<file path="src/rtl/uart_rx.sv">
// UART receiver: 8N1 by default, 8E1 (even parity) when RX_PARITY_EN is defined.
// Samples the synchronized line at bit centres using a 16-bit baud counter.
module uart_rx #(
  parameter int unsigned BAUD_PER = 868
) (
  input  logic       clk_100MHz,
  input  logic       rst_i,
  input  logic       uartrx_ser_i,
  output logic [7:0] rx_data_o,
  output logic       rx_valid_o,
  output logic       frame_err_o,
  output logic       parity_err_o,
  output logic       busy_o
);

  localparam logic [15:0] BAUD_LAST = 16'(BAUD_PER - 1);
  localparam logic [15:0] HALF_LAST = 16'((BAUD_PER / 2) - 1);

`ifdef RX_PARITY_EN
  typedef enum logic [2:0] {IDLE, START, DATA, PARITY, STOP, WAIT_IDLE} state_t;
`else
  typedef enum logic [2:0] {IDLE, START, DATA, STOP, WAIT_IDLE} state_t;
`endif

  state_t      state_reg, state_next;
  logic        sync1_reg, sync2_reg, prev_reg;
  logic [15:0] cnt_reg;
  logic [2:0]  bit_cnt_reg;
  logic [7:0]  shift_reg;

  logic line, fall, half_hit, baud_hit;
  logic cnt_clear, shift_en, bit_clear, load_byte, frame_err_set, par_sample;

  assign line     = sync2_reg;
  assign fall     = prev_reg & ~line;
  assign half_hit = (cnt_reg == HALF_LAST);
  assign baud_hit = (cnt_reg == BAUD_LAST);
  assign busy_o   = (state_reg != IDLE);

  // Synchronizer plus one extra stage for falling-edge detection.
  always_ff @(posedge clk_100MHz or posedge rst_i) begin
    if (rst_i) begin
      sync1_reg <= 1'b1;
      sync2_reg <= 1'b1;
      prev_reg  <= 1'b1;
    end else begin
      sync1_reg <= uartrx_ser_i;
      sync2_reg <= sync1_reg;
      prev_reg  <= sync2_reg;
    end
  end

  always_ff @(posedge clk_100MHz or posedge rst_i) begin
    if (rst_i) state_reg <= IDLE;
    else       state_reg <= state_next;
  end

  always_comb begin
    state_next = state_reg;
    case (state_reg)
      IDLE:      if (fall) state_next = START;
      START:     if (half_hit) state_next = line ? IDLE : DATA;
`ifdef RX_PARITY_EN
      DATA:      if (baud_hit && bit_cnt_reg == 3'd7) state_next = PARITY;
      PARITY:    if (baud_hit) state_next = STOP;
`else
      DATA:      if (baud_hit && bit_cnt_reg == 3'd7) state_next = STOP;
`endif
      STOP:      if (baud_hit) state_next = line ? IDLE : WAIT_IDLE;
      WAIT_IDLE: if (line) state_next = IDLE;
      default:   state_next = IDLE;
    endcase
  end

  always_comb begin
    cnt_clear     = 1'b0;
    shift_en      = 1'b0;
    bit_clear     = 1'b0;
    load_byte     = 1'b0;
    frame_err_set = 1'b0;
    par_sample    = 1'b0;
    case (state_reg)
      IDLE:      cnt_clear = 1'b1;
      START: begin
        cnt_clear = half_hit;
        bit_clear = 1'b1;
      end
      DATA: begin
        cnt_clear = baud_hit;
        shift_en  = baud_hit;
      end
`ifdef RX_PARITY_EN
      PARITY: begin
        cnt_clear  = baud_hit;
        par_sample = baud_hit;
      end
`endif
      STOP: begin
        cnt_clear     = baud_hit;
        load_byte     = baud_hit & line;
        frame_err_set = baud_hit & ~line;
      end
      WAIT_IDLE: cnt_clear = 1'b1;
      default:   cnt_clear = 1'b1;
    endcase
  end

  always_ff @(posedge clk_100MHz or posedge rst_i) begin
    if (rst_i) begin
      cnt_reg     <= '0;
      bit_cnt_reg <= '0;
      shift_reg   <= '0;
    end else begin
      cnt_reg <= cnt_clear ? 16'd0 : cnt_reg + 16'd1;
      if (bit_clear)     bit_cnt_reg <= '0;
      else if (shift_en) bit_cnt_reg <= bit_cnt_reg + 3'd1;
      if (shift_en) shift_reg <= {line, shift_reg[7:1]};
    end
  end

  always_ff @(posedge clk_100MHz or posedge rst_i) begin
    if (rst_i) begin
      rx_data_o   <= 8'h00;
      rx_valid_o  <= 1'b0;
      frame_err_o <= 1'b0;
    end else begin
      rx_valid_o  <= load_byte;
      frame_err_o <= frame_err_set;
      if (load_byte) rx_data_o <= shift_reg;
    end
  end

`ifdef RX_PARITY_EN
  logic par_bad_reg;

  // Mismatch is held until the stop bit decides whether the byte is delivered.
  always_ff @(posedge clk_100MHz or posedge rst_i) begin
    if (rst_i) begin
      par_bad_reg  <= 1'b0;
      parity_err_o <= 1'b0;
    end else begin
      if (par_sample) par_bad_reg <= (line != ^shift_reg);
      parity_err_o <= load_byte & par_bad_reg;
    end
  end
`else
  assign parity_err_o = 1'b0;
  logic unused_par;
  assign unused_par = par_sample;
`endif

endmodule

</file>
<file path="config.mk">
export PLATFORM = sky130hd
export DESIGN_NAME = uart_rx
export DESIGN_NICKNAME = d
export VERILOG_FILES = /design/src/rtl/uart_rx.sv
export SDC_FILE = /design/constraint.sdc
export NUM_CORES = 1
export LEC_CHECK = 0
export CELL_PAD_IN_SITES_DETAIL_PLACEMENT = 2
export CELL_PAD_IN_SITES_GLOBAL_PLACEMENT = 2
export CORE_MARGIN = 2
export CORE_UTILIZATION = 36
export DETAILED_ROUTE_END_ITERATION = 10
export PLACE_DENSITY_LB_ADDON = 0.1
export SLEW_MARGIN = 20
export SYNTH_ARGS = -nofsm -noshare
export SYNTH_HDL_FRONTEND = slang
export SYNTH_SLANG_ARGS = --single-unit
</file>
<file path="constraint.sdc">
create_clock -name clk_100MHz -period 2.2 [get_ports clk_100MHz]
set_clock_uncertainty 0.15 [all_clocks]
set_input_delay 0.22 -clock clk_100MHz [delete_from_list [all_inputs] [get_ports clk_100MHz]]
set_output_delay 0.22 -clock clk_100MHz [all_outputs]
set_load 0.005 [all_outputs]
</file>
Word-level counts from Yosys, hierarchy flattened
Index checks and enable logic that the tools add are counted.
Word-level totals
  output and inout port bits: 12
  register bits after elaboration: 43
  word-level logic and storage cells: 50
  input bits: 3
Cells by class
  add/sub/neg operators: 2
  equality and inequality tests: 12
  bitwise operators: 4
  mux-type cells: 16
  reductions and logical operators: 6
Operator list (count)
  two-way mux 3 bit: 8
  adder 16 x 1 -> 16 bit (second input constant): 1
  equality test 16 x 10 -> 1 bit (second input constant): 1
  equality test 16 x 9 -> 1 bit (second input constant): 1
  two-way mux 16 bit: 1
  case mux 3 bit (5 select lines): 1
  != test 2 bit (second input constant): 5
  equality test 3 x 2 -> 1 bit (second input constant): 2
  equality test 3 bit (second input constant): 2
  AND reduction 5 bit: 1
  two-way mux 1 bit: 4
  adder 3 x 1 -> 3 bit (second input constant): 1
  bitwise AND 1 bit: 3
  equality test 3 x 1 -> 1 bit (second input constant): 1
  logical NOT 3 bit: 1
  nonzero test 3 bit: 1
  two-way mux 2 bit: 1
  case mux 1 bit (2 select lines): 1
  nonzero test 2 bit: 1
  OR reduction 2 bit: 1
  logical AND 1 bit: 1
  NOT 1 bit: 1

Longest topological paths before layout
Gate-level depths: netlist of run 1.
  depth after elaboration: 4
  gate-level depth with buffers: 7

Worst setup path before layout of run 1
No wires, ideal clock.
  kind: register to register
  start: register cnt_reg[0]
  end: register rx_data_o[0]
  required time: 1.925 ns
  stages on the path, launching flop included: 6
  path buffers: 0
  arrival: 1.828 ns
  setup slack: 0.097 ns
  library setup time: 0.125 ns
  path through: dfrtp_1 > ha_1 > nor3b_2 > nand4_4 > nor4_4 > mux2_4
Between the ends
  word-level cells in the longest chain between the ends: 3
RTL lines
  start: declaration: line 27  | logic [15:0] cnt_reg;
  start signal: assignment: line 114  | cnt_reg <= cnt_clear ? 16'd0 : cnt_reg + 16'd1;
  equality test 16 x 10 -> 1 bit: line 37  | assign baud_hit = (cnt_reg == BAUD_LAST);
  bitwise AND 1 bit: line 100  | load_byte = baud_hit & line;
  two-way mux 1 bit: line 82  | case (state_reg)
  end signal: assignment: line 129  | if (load_byte) rx_data_o <= shift_reg;
  end: declaration: line 9  | output logic [7:0] rx_data_o,
No other way between the ends.
A chain may end at the register's enable or synchronous reset.

Final worst setup path of run 1
  start: register cnt_reg[13]
  end: register rx_data_o[2]
The elaborated chain is that of the path after synthesis.

==> metrics.md, run 1 <==
| Metric | Value |
|---|---|
| Status | finished clean |
| Slew Viols, Final | 0 |
| Vias per cell | 5.12 |
| Dominant synthesized flop cell | dfrtp_1 |
| Depth of the CTS H-tree | 2 |
| Fin crit share | between 90% and 100% |
| Die width | 79.4 um |
| P_leak | around 1.1 nW |
| Final HPWL DP | 3260 um |
| DRC | 0 |
| Critical path data arrival time | 2080 ps |
| PD cells | 818 nW/um2 |
| Cell area after synthesis | just over 2000 um2 |
| Commonest non-fill, non-tap cell in the layout | dfrtp_1 |
| Max reg flops | 16 |
| CTS Sinks | 43 |
| Port Buffers | 13 |
| Slowest Stage Delay on Critical Path | 450 ps |
| Vias in the first global route | 1,486 |
| Synth area leaders | dfrtp_1, mux2_4, mux2_2 |
| Post-synth EDFFs | 0 |
| Largest area contributor in the netlist | dfrtp_1 |
| Starting Density | 37.1% |
| Pin count of the biggest net entering global routing | 44 |
| Final WL | 4550 um |
| Routed Antenna Nets | 0 |
| Worst skew pair latency | ~300 ps |
| Placed cell count | 254 |
| Startpoint types | register |
| Least-Margin Pin Slew | 554 ps |
| Global Route Usage Sum | 16.6% |
| Clk root buf | clkbuf_8 |
| Final setup fails | 0 |
| Fin area | between 2000 and 2500 um2 |
| Setup CP Type | register to register |
| Mapped Avg Cell Area | about 12 um2 |
| CP bufs+invs | 1 |
| First-pass GRT wire length | 7820 um |
| Max VDD drop | ~0.00047 V |
| Antenna violations before repair | 0 |
| Most frequent CP cell | nor4_4 |
| Nets | 197 |
| Fin cells | 263 |
| Element type at the critical path end | register |
| Syn nets | 176 |
| FMAX | between 0.4 and 0.5 GHz |
| Most frequent cells in the layout | dfrtp_1, nor2_1, clkdlybuf4s50_1 |
| Seq/Total Area, Yosys | between 50 and 60% |
| Post-place instance area | between 2000 and 2500 um2 |
| Crit-path leading delay family | simple AND/OR/NAND/NOR gates |
| Final-report hold violation count | 0 |
| Seq cells post-synth | 43 |
| Via count | 1,346 |
| First drt pass iteration count | 4 |
| Grt ovf | 0 |
| Worst-path cell chain | nor4_4 -> nand4_4 -> nor4_4 -> buf_12 -> mux2_4 |
| Synth unique cells | 41 |
| P&R area growth vs syn | 18.5% |
| Drt initial violations | 62 |
| Die height | a little under 80 um |
| Top Ports | 15 |
| Worst-path fanout max | 8 |
| Worst Hold Class | input port to register |
| WL/cell | 17.3 um |
| Maxcap violations | 0 |
| Clk slew on worst S/H paths | 80 ps |
| Max clock buf depth | 2 |
| CP required | between 2000 and 2500 ps |
| Rel. slew slack | 63.1% |
| ANT cells | 0 |
| Asr flop ratio synth | 100% |
| Share of cells above drive strength 1 | between 20% and 30% |
| Syn Inst Count | approximately 170 |
| GPL Wtd Cong | 0.787 |
| Die area | ~6300 um2 |
| Core area | 5510 um2 |
| Yosys warning total | 0 |
| Row cnt | 27 |
| CTS tree | yes |
| CTS Buf Count | 5 |
| Slowest cell on crit path | dfrtp_1 |
| Post-synth top area share | 49.0% |
| Fin crit period | 2050 ps |
-- final cells by class --
cell class                      instances  area [um2]
Sequential cell                        43        1080
Clock buffer                            5        68.8
Tap cell                               72        90.1
Clock inverter                          3        43.8
Timing Repair Buffer                   20         195
Multi-Input combinational cell        116         930
Inverter                                4        15.0
Fill cell                             561        3080
-- worst register-to-register path, stage by stage, from the launching register on --
cell and delay (ps):
dfrtp_1 450, nor4_4 420, nand4_4 190, nor4_4 230, buf_12 180, mux2_4 300
-- final timing paths --
kind / from / end / slack, ps / cells past startpoint
setup / recovery: cnt_reg[13]$_DFF_PP0_ / rx_data_o[2]$_DFFE_PP0P_ / 150 / 5
hold / removal: uartrx_ser_i / sync1_reg$_DFF_PP1_ / 180 / 1
setup reg to reg: cnt_reg[13]$_DFF_PP0_ / rx_data_o[2]$_DFFE_PP0P_ / 150 / 5
hold reg to reg: sync1_reg$_DFF_PP1_ / line$_DFF_PP1_ / 210 / 0
max in group asynchronous: rst_i / cnt_reg[7]$_DFF_PP0_ / 1300 / 3
min in group asynchronous: rst_i / cnt_reg[14]$_DFF_PP0_ / 210 / 3
-- cells by family after synthesis --
kind of cell | share of synthesized area [%]
multiplexers | 12.8
flip-flops | 52.8
AO/OA/AOI/OAI | 4.59
buffers and inverters | 2.14
XOR/XNOR | 4.71
other | 0.183
adder cells (fa/ha/maj) | 2.45
AND/OR/NAND/NOR | 20.3
-- power breakdown --
part	internal [mW]	switching, mW
combinational	0.166	0.188
sequential	0.871	0.137
clock	0.338	0.283
total	1.38	0.608
-- Yosys cell counts (all sizes together) (2+ instances only) --
cell type and instances:
xor2 7, or3 3, nand4 6, ha 4, xnor2 4, a21oi 5, mux2 17, nor3 3
dfrtp 40, nand3 6, clkbuf 3, nand2b 6, inv 4, and4 2, nand2 7, and3 3
dfstp 3, nor4 6, buf 3, nor2 17, mux2i 4, o21ai 3
-- per-stage QoR --
step | total power, mW | setup TNS (ps) | utilization [%] | hold slack (ps) | setup WS, ps
2_1_floorplan | 1.24 | 0 | - | 74.5 | 97.3
3_3_place_gp | 1.34 | 0 | 41.6 | 197 | 131
3_5_place_dp | 1.37 | 0 | 41.6 | 197 | 76.2
4_1_cts | 2.00 | 0 | 43.7 | 169 | 62.0
5_1_grt | 2.11 | -63.5 | 44.0 | 182 | -16.4
6_report | 1.98 | 0 | 44.0 | 178 | 155
-- per-layer routing --
metal,vias up,global-route usage (%),wire [um]
li1,635,-,-
met1,696,21.9,2090
met2,10,27.2,2320
met3,5,3.41,75
met4,0,5.69,74
met5,-,0,0
-- what timing repair did --
item | in CTS | in global routing
buffers inserted | 0 | 1
setup endpoints to repair | 0 | 8
resized for setup | 0 | 2
hold buffers | 0 | 0
No activity file was read; power rests on OpenSTA's default activity.
==> inputs of run 2 (changes only) <==
Settings changed: MAX_ROUTING_LAYER set to met4.
==> run 2 against run 1 <==
Effect of this change:
- die area is the same
- critical path depth is the same
- cell count grew 1.5%
- first-iteration DRC count grew 9.7%
- non-clock buffer count grew 4
- critical path type unchanged
- largest cell class unchanged
- largest power group unchanged
==> metrics.md, run 2 (synthesis gave the netlist of run 1 again) <==
| Metric | Value |
|---|---|
| Number of hold buffers added after CTS | 0 (unchanged) |
| Clk slew on worst S/H paths | 80 ps (about the same) |
| Startpoint types | register (unchanged) |
| Most frequent cells in the layout | dfrtp_1, nor2_1, clkdlybuf4s50_1 (unchanged) |
| Clk root buf | clkbuf_8 (unchanged) |
| Port Buffers | 13 (unchanged) |
| Critical path data arrival time | 2080 ps (about the same) |
| DRC | 0 (unchanged) |
| FMAX | 0.489 GHz (about the same) |
| Final HPWL DP | 3260 um (unchanged) |
| Nets | 201 (was 197) |
| Vias per cell | 5.13 (was 5.12) |
| ANT cells | 0 (unchanged) |
| Worst-path fanout max | 8 (unchanged) |
| Core area | 5510 um2 (unchanged) |
| Setup CP Type | register to register (unchanged) |
| GPL Wtd Cong | 0.798 (was 0.787) |
| Pin count of the biggest net entering global routing | 44 (unchanged) |
| Max reg flops | 16 (unchanged) |
| Global Route Usage Sum | 17.0% (was 16.6%) |
| Vias in the first global route | 1,490 (was 1,486) |
| CTS Buf Count | 5 (unchanged) |
| WL/cell | 17.4 um (was 17.3 um) |
| Die area | 6300 um2 (unchanged) |
| Worst setup margin | 153 ps (was 155 ps) |
| First-pass GRT wire length | 7820 um (unchanged) |
| Fin crit share | 93.0% (about the same) |
| Share of cells above drive strength 1 | 25.6% (was 23.6%) |
| Routed Antenna Nets | 0 (unchanged) |
| Worst Hold Class | input port to register (unchanged) |
| P_leak | 1.09 nW (was 1.07 nW) |
| Dpl ws | 76.2 ps (unchanged) |
| Least-Margin Pin Slew | 551 ps (was 554 ps) |
| Starting Density | 37.1% (unchanged) |
| Top Ports | 15 (unchanged) |
| Die height | 79.4 um (unchanged) |
| Status | finished clean (unchanged) |
| P&R area growth vs syn | 20.1% (was 18.5%) |
| CP bufs+invs | 1 (unchanged) |
| Antenna violations before repair | 0 (unchanged) |
| Final WL | 4630 um (was 4550 um) |
| Max clock buf depth | 2 (unchanged) |
| Maxcap violations | 0 (unchanged) |
| First drt pass iteration count | 4 (unchanged) |
| Worst-path cell chain | nor4_4 -> nand4_4 -> nor4_4 -> buf_12 -> mux2_4 (unchanged) |
| Final setup fails | 0 (unchanged) |
| PD cells | 818 nW/um2 (about the same) |
| Fin crit period | 2050 ps (about the same) |
| Row cnt | 27 (unchanged) |
| Grt ovf | 0 (unchanged) |
| Rel. slew slack | 63.3% (was 63.1%) |
| Depth of the CTS H-tree | 2 (unchanged) |
| Overall Power | 2.01 mW (was 1.98 mW) |
| Slowest Stage Delay on Critical Path | 450 ps (about the same) |
| TNS Setup | 0 ps (unchanged) |
| Setup repair after global routing missed its margin | no |
| Crit-path leading delay family | simple AND/OR/NAND/NOR gates (unchanged) |
| Slew Viols, Final | 0 (unchanged) |
| CTS tree | yes (unchanged) |
| Drt initial violations | 68 (was 62) |
| Final-report hold violation count | 0 (unchanged) |
| Slowest cell on crit path | dfrtp_1 (unchanged) |
| Via count | 1,369 (was 1,346) |
| CP required | 2230 ps (about the same) |
| Most frequent CP cell | nor4_4 (unchanged) |
| Commonest non-fill, non-tap cell in the layout | dfrtp_1 (unchanged) |
| Worst skew pair latency | 300 ps (about the same) |
| Max VDD drop | 0.000466 V (about the same) |
| Element type at the critical path end | register (unchanged) |
| CTS Sinks | 43 (unchanged) |
| Die width | 79.4 um (unchanged) |
run 2: routing by layer:
metal	wire length, um	GRT usage, %	vias up
li1	-	-	645
met1	2070	21.5	706
met2	2400	27.5	13
met3	89	3.41	5
met4	74	5.69	0
met5	0	-	-
run 2: cell type report:
type | count | area [um2]
Clock inverter | 3 | 43.8
Timing Repair Buffer | 24 | 223
Inverter | 4 | 15.0
Multi-Input combinational cell | 116 | 935
Clock buffer | 5 | 68.8
Sequential cell | 43 | 1080
Tap cell | 72 | 90.1
Fill cell | 564 | 3050
run 2: what timing repair did:
| action | CTS | global route |
|---|---|---|
| hold endpoints to repair | 0 | 0 |
| resized for setup | 0 | 5 |
| setup buffers | 0 | 4 |
| endpoints found under the setup margin | 0 | 8 |
run 2: worst paths after layout:
kind / from / endpoint / slack [ps] / depth (start not counted)
worst max-delay path: cnt_reg[11]$_DFF_PP0_ / rx_data_o[2]$_DFFE_PP0P_ / 150 / 5
worst min-delay path: uartrx_ser_i / sync1_reg$_DFF_PP1_ / 180 / 1
worst max register to register: cnt_reg[11]$_DFF_PP0_ / rx_data_o[2]$_DFFE_PP0P_ / 150 / 5
worst min register to register: sync1_reg$_DFF_PP1_ / line$_DFF_PP1_ / 210 / 0
max in group asynchronous: rst_i / cnt_reg[0]$_DFF_PP0_ / 1310 / 3
min in group asynchronous: rst_i / cnt_reg[14]$_DFF_PP0_ / 210 / 3
run 2: stage by stage:
step / util (%) / instances / cell area [um2] / hold slack (ps)
detailed placement: 41.6 / 254 / 2290 / 197
global placement: 41.6 / 254 / 2290 / 197
floorplan: - / 169 / 2040 / 74.5
finish: 44.6 / 267 / 2450 / 177
global route: 44.6 / 267 / 2450 / 182
CTS: 43.7 / 262 / 2410 / 169
run 2: report_power, final:
group | switching, mW | internal, mW
registers | 0.133 | 0.871
logic | 0.197 | 0.188
clock network | 0.279 | 0.338
==> inputs of run 3 (changes only) <==
Settings changed: CORE_UTILIZATION 36 to 35.
==> run 3 against run 2 <==
Effect of this change:
- wire length is 4.8% lower
- sequential power hardly changed
- count of clock-buffer cells in the layout is 1 higher
- cell count is 1.5% lower
- clock power is 17% higher
- register-to-register slack worse by 40 ps
- power is 3.4% higher
- utilization is 0.52 points lower
- final area hardly changed
- largest cell class unchanged
- highest routed layer unchanged
==> metrics.md, run 3 (synthesis gave the netlist of run 1 again) <==
| Metric | Value |
|---|---|
| Vias in the first global route | 1,570 (was 1,490) |
| Clk root buf | clkbuf_8 (unchanged) |
| Via count | 1,333 (was 1,369) |
| Worst-path fanout max | 9 (was 8) |
| Fill cells | 568 (was 564) |
| FMAX | 0.480 GHz (was 0.489 GHz) |
| Crit path from | cnt_reg[13]$_DFF_PP0_ (was cnt_reg[11]$_DFF_PP0_) |
| Worst skew pair latency | 290 ps (was 300 ps) |
| Setup CP Type | register to register (unchanged) |
| Setup repair after global routing missed its margin | no (unchanged) |
| Most frequent cells in the layout | dfrtp_1, nor2_1, clkdlybuf4s50_1 (unchanged) |
| Status | finished clean (unchanged) |
| CTS Buf Count | 5 (unchanged) |
| CTS tree | yes (unchanged) |
| Drt initial violations | 34 (was 68) |
| Global Route Usage Sum | 16.4% (was 17.0%) |
| TNS Setup | 0 ps (unchanged) |
| P&R area growth vs syn | 20.1% (about the same) |
| CP required | 2230 ps (about the same) |
| Commonest non-fill, non-tap cell in the layout | dfrtp_1 (unchanged) |
| GPL Wtd Cong | 0.791 (was 0.798) |
| PD cells | 845 nW/um2 (was 818 nW/um2) |
| Final HPWL DP | 3160 um (was 3260 um) |
| RR Endpoint | shift_reg[7]$_DFFE_PP0P_ (was rx_data_o[2]$_DFFE_PP0P_) |
| First-pass GRT wire length | 7890 um (was 7820 um) |
| Fin crit period | 2080 ps (was 2050 ps) |
| Dpl ws | 26.0 ps (was 76.2 ps) |
| Worst Hold Class | input port to asynchronous set/reset pin (was input port to register) |
| Nets | 197 (was 201) |
| Final Util | 44.1% (was 44.6%) |
| Vias per cell | 5.07 (was 5.13) |
| Reg2Reg Depth | 5 (unchanged) |
| Final-report hold violation count | 0 (unchanged) |
| Port Buffers | 13 (unchanged) |
| Die width | 80.4 um (was 79.4 um) |
| Share of cells above drive strength 1 | 23.6% (was 25.6%) |
| Worst setup margin | 117 ps (was 153 ps) |
| Worst R2R Start | cnt_reg[13]$_DFF_PP0_ (was cnt_reg[11]$_DFF_PP0_) |
| Depth of the CTS H-tree | 2 (unchanged) |
| ANT cells | 0 (unchanged) |
| Row cnt | 27 (unchanged) |
| First drt pass iteration count | 4 (unchanged) |
| Grt ovf | 0 (unchanged) |
| Max reg flops | 16 (unchanged) |
| Die area | 6470 um2 (was 6300 um2) |
| Max clock buf depth | 2 (unchanged) |
| Starting Density | 36.7% (was 37.1%) |
| Top Ports | 15 (unchanged) |
| Pin count of the biggest net entering global routing | 44 (unchanged) |
| Element type at the critical path end | register (unchanged) |
| Fin crit share | 94.7% (was 93.0%) |
| Startpoint types | register (unchanged) |
| P_leak | 1.08 nW (was 1.09 nW) |
| WL/cell | 16.8 um (was 17.4 um) |
| Antenna violations before repair | 0 (unchanged) |
| Critical path data arrival time | 2110 ps (was 2080 ps) |
| Routed Antenna Nets | 0 (unchanged) |
| Final setup fails | 0 (unchanged) |
| Clk slew on worst S/H paths | 80 ps (about the same) |
| DRC | 0 (unchanged) |
| Max VDD drop | 0.000436 V (was 0.000466 V) |
| Slew Viols, Final | 0 (unchanged) |
| Final WL | 4410 um (was 4630 um) |
| Core area | 5570 um2 (was 5510 um2) |
| Die height | 80.4 um (was 79.4 um) |
| Internal reg-to-reg setup slack | 120 ps (was 150 ps) |
| Maxcap violations | 0 (unchanged) |
| CTS Sinks | 43 (unchanged) |
## run 3: timing repair
action / 4_1_cts / 5_1_grt
hold buffers: 0 / 0
gates resized for setup: 1 / 2
hold endpoints to repair: 0 / 0
buffers inserted: 0 / 1
endpoints found under the setup margin: 7 / 12
pin swaps: 0 / 1
## run 3: per-layer routing
layer  wire, um  vias to the layer above  global-route usage, %
met4         56                        0                   3.73
met3        102                        7                   3.71
met2       2350                       16                   28.4
met1       1900                      673                   19.6
li1           -                      637                      -
met5          0                        -                      -
## run 3: worst max-delay path by stage
stage,endpoint,cells after the start,slack [ps]
floorplan,rx_data_o[0]$_DFFE_PP0P_,5,100
global placement,shift_reg[0]$_DFFE_PP0P_,6,130
detailed placement,shift_reg[7]$_DFFE_PP0P_,6,30
CTS,shift_reg[7]$_DFFE_PP0P_,6,20
global route,shift_reg[7]$_DFFE_PP0P_,6,10
finish,shift_reg[7]$_DFFE_PP0P_,5,120
## run 3: report_power, final
group          total (mW)  switching [mW]  internal [mW]
clock network       0.723           0.269          0.454
logic               0.343           0.179          0.164
registers            1.01           0.137          0.873
total                2.08           0.586           1.49
## run 3: worst max-delay path, cell delays in order (launching register included)
cell	delay [ps]
dfrtp_1	460
nor4_4	420
nand4_4	190
nor3_1	190
buf_4	210
mux2_2	350
## run 3: layout make-up
type / count / area, um2 / share of cell area [%]
clock buffer: 6 / 72.6 / 2.95
sequential: 43 / 1080 / 44.0
tap: 72 / 90.1 / 3.67
timing repair buffer: 20 / 208 / 8.46
multi-input combinational: 116 / 930 / 37.9
clock inverter: 2 / 60.1 / 2.45
inverter: 4 / 15.0 / 0.611
## run 3: metrics by stage
| step | cell area, um2 | cells | hold slack [ps] | power, mW |
|---|---|---|---|---|
| after global placement | 2310 | 254 | 196 | 1.33 |
| after detailed placement | 2310 | 254 | 202 | 1.36 |
| after floorplan | 2040 | 169 | 74.5 | 1.24 |
| final | 2460 | 263 | 158 | 2.08 |
| after CTS | 2440 | 262 | 165 | 2.11 |
| after global routing | 2460 | 263 | 172 | 2.22 |
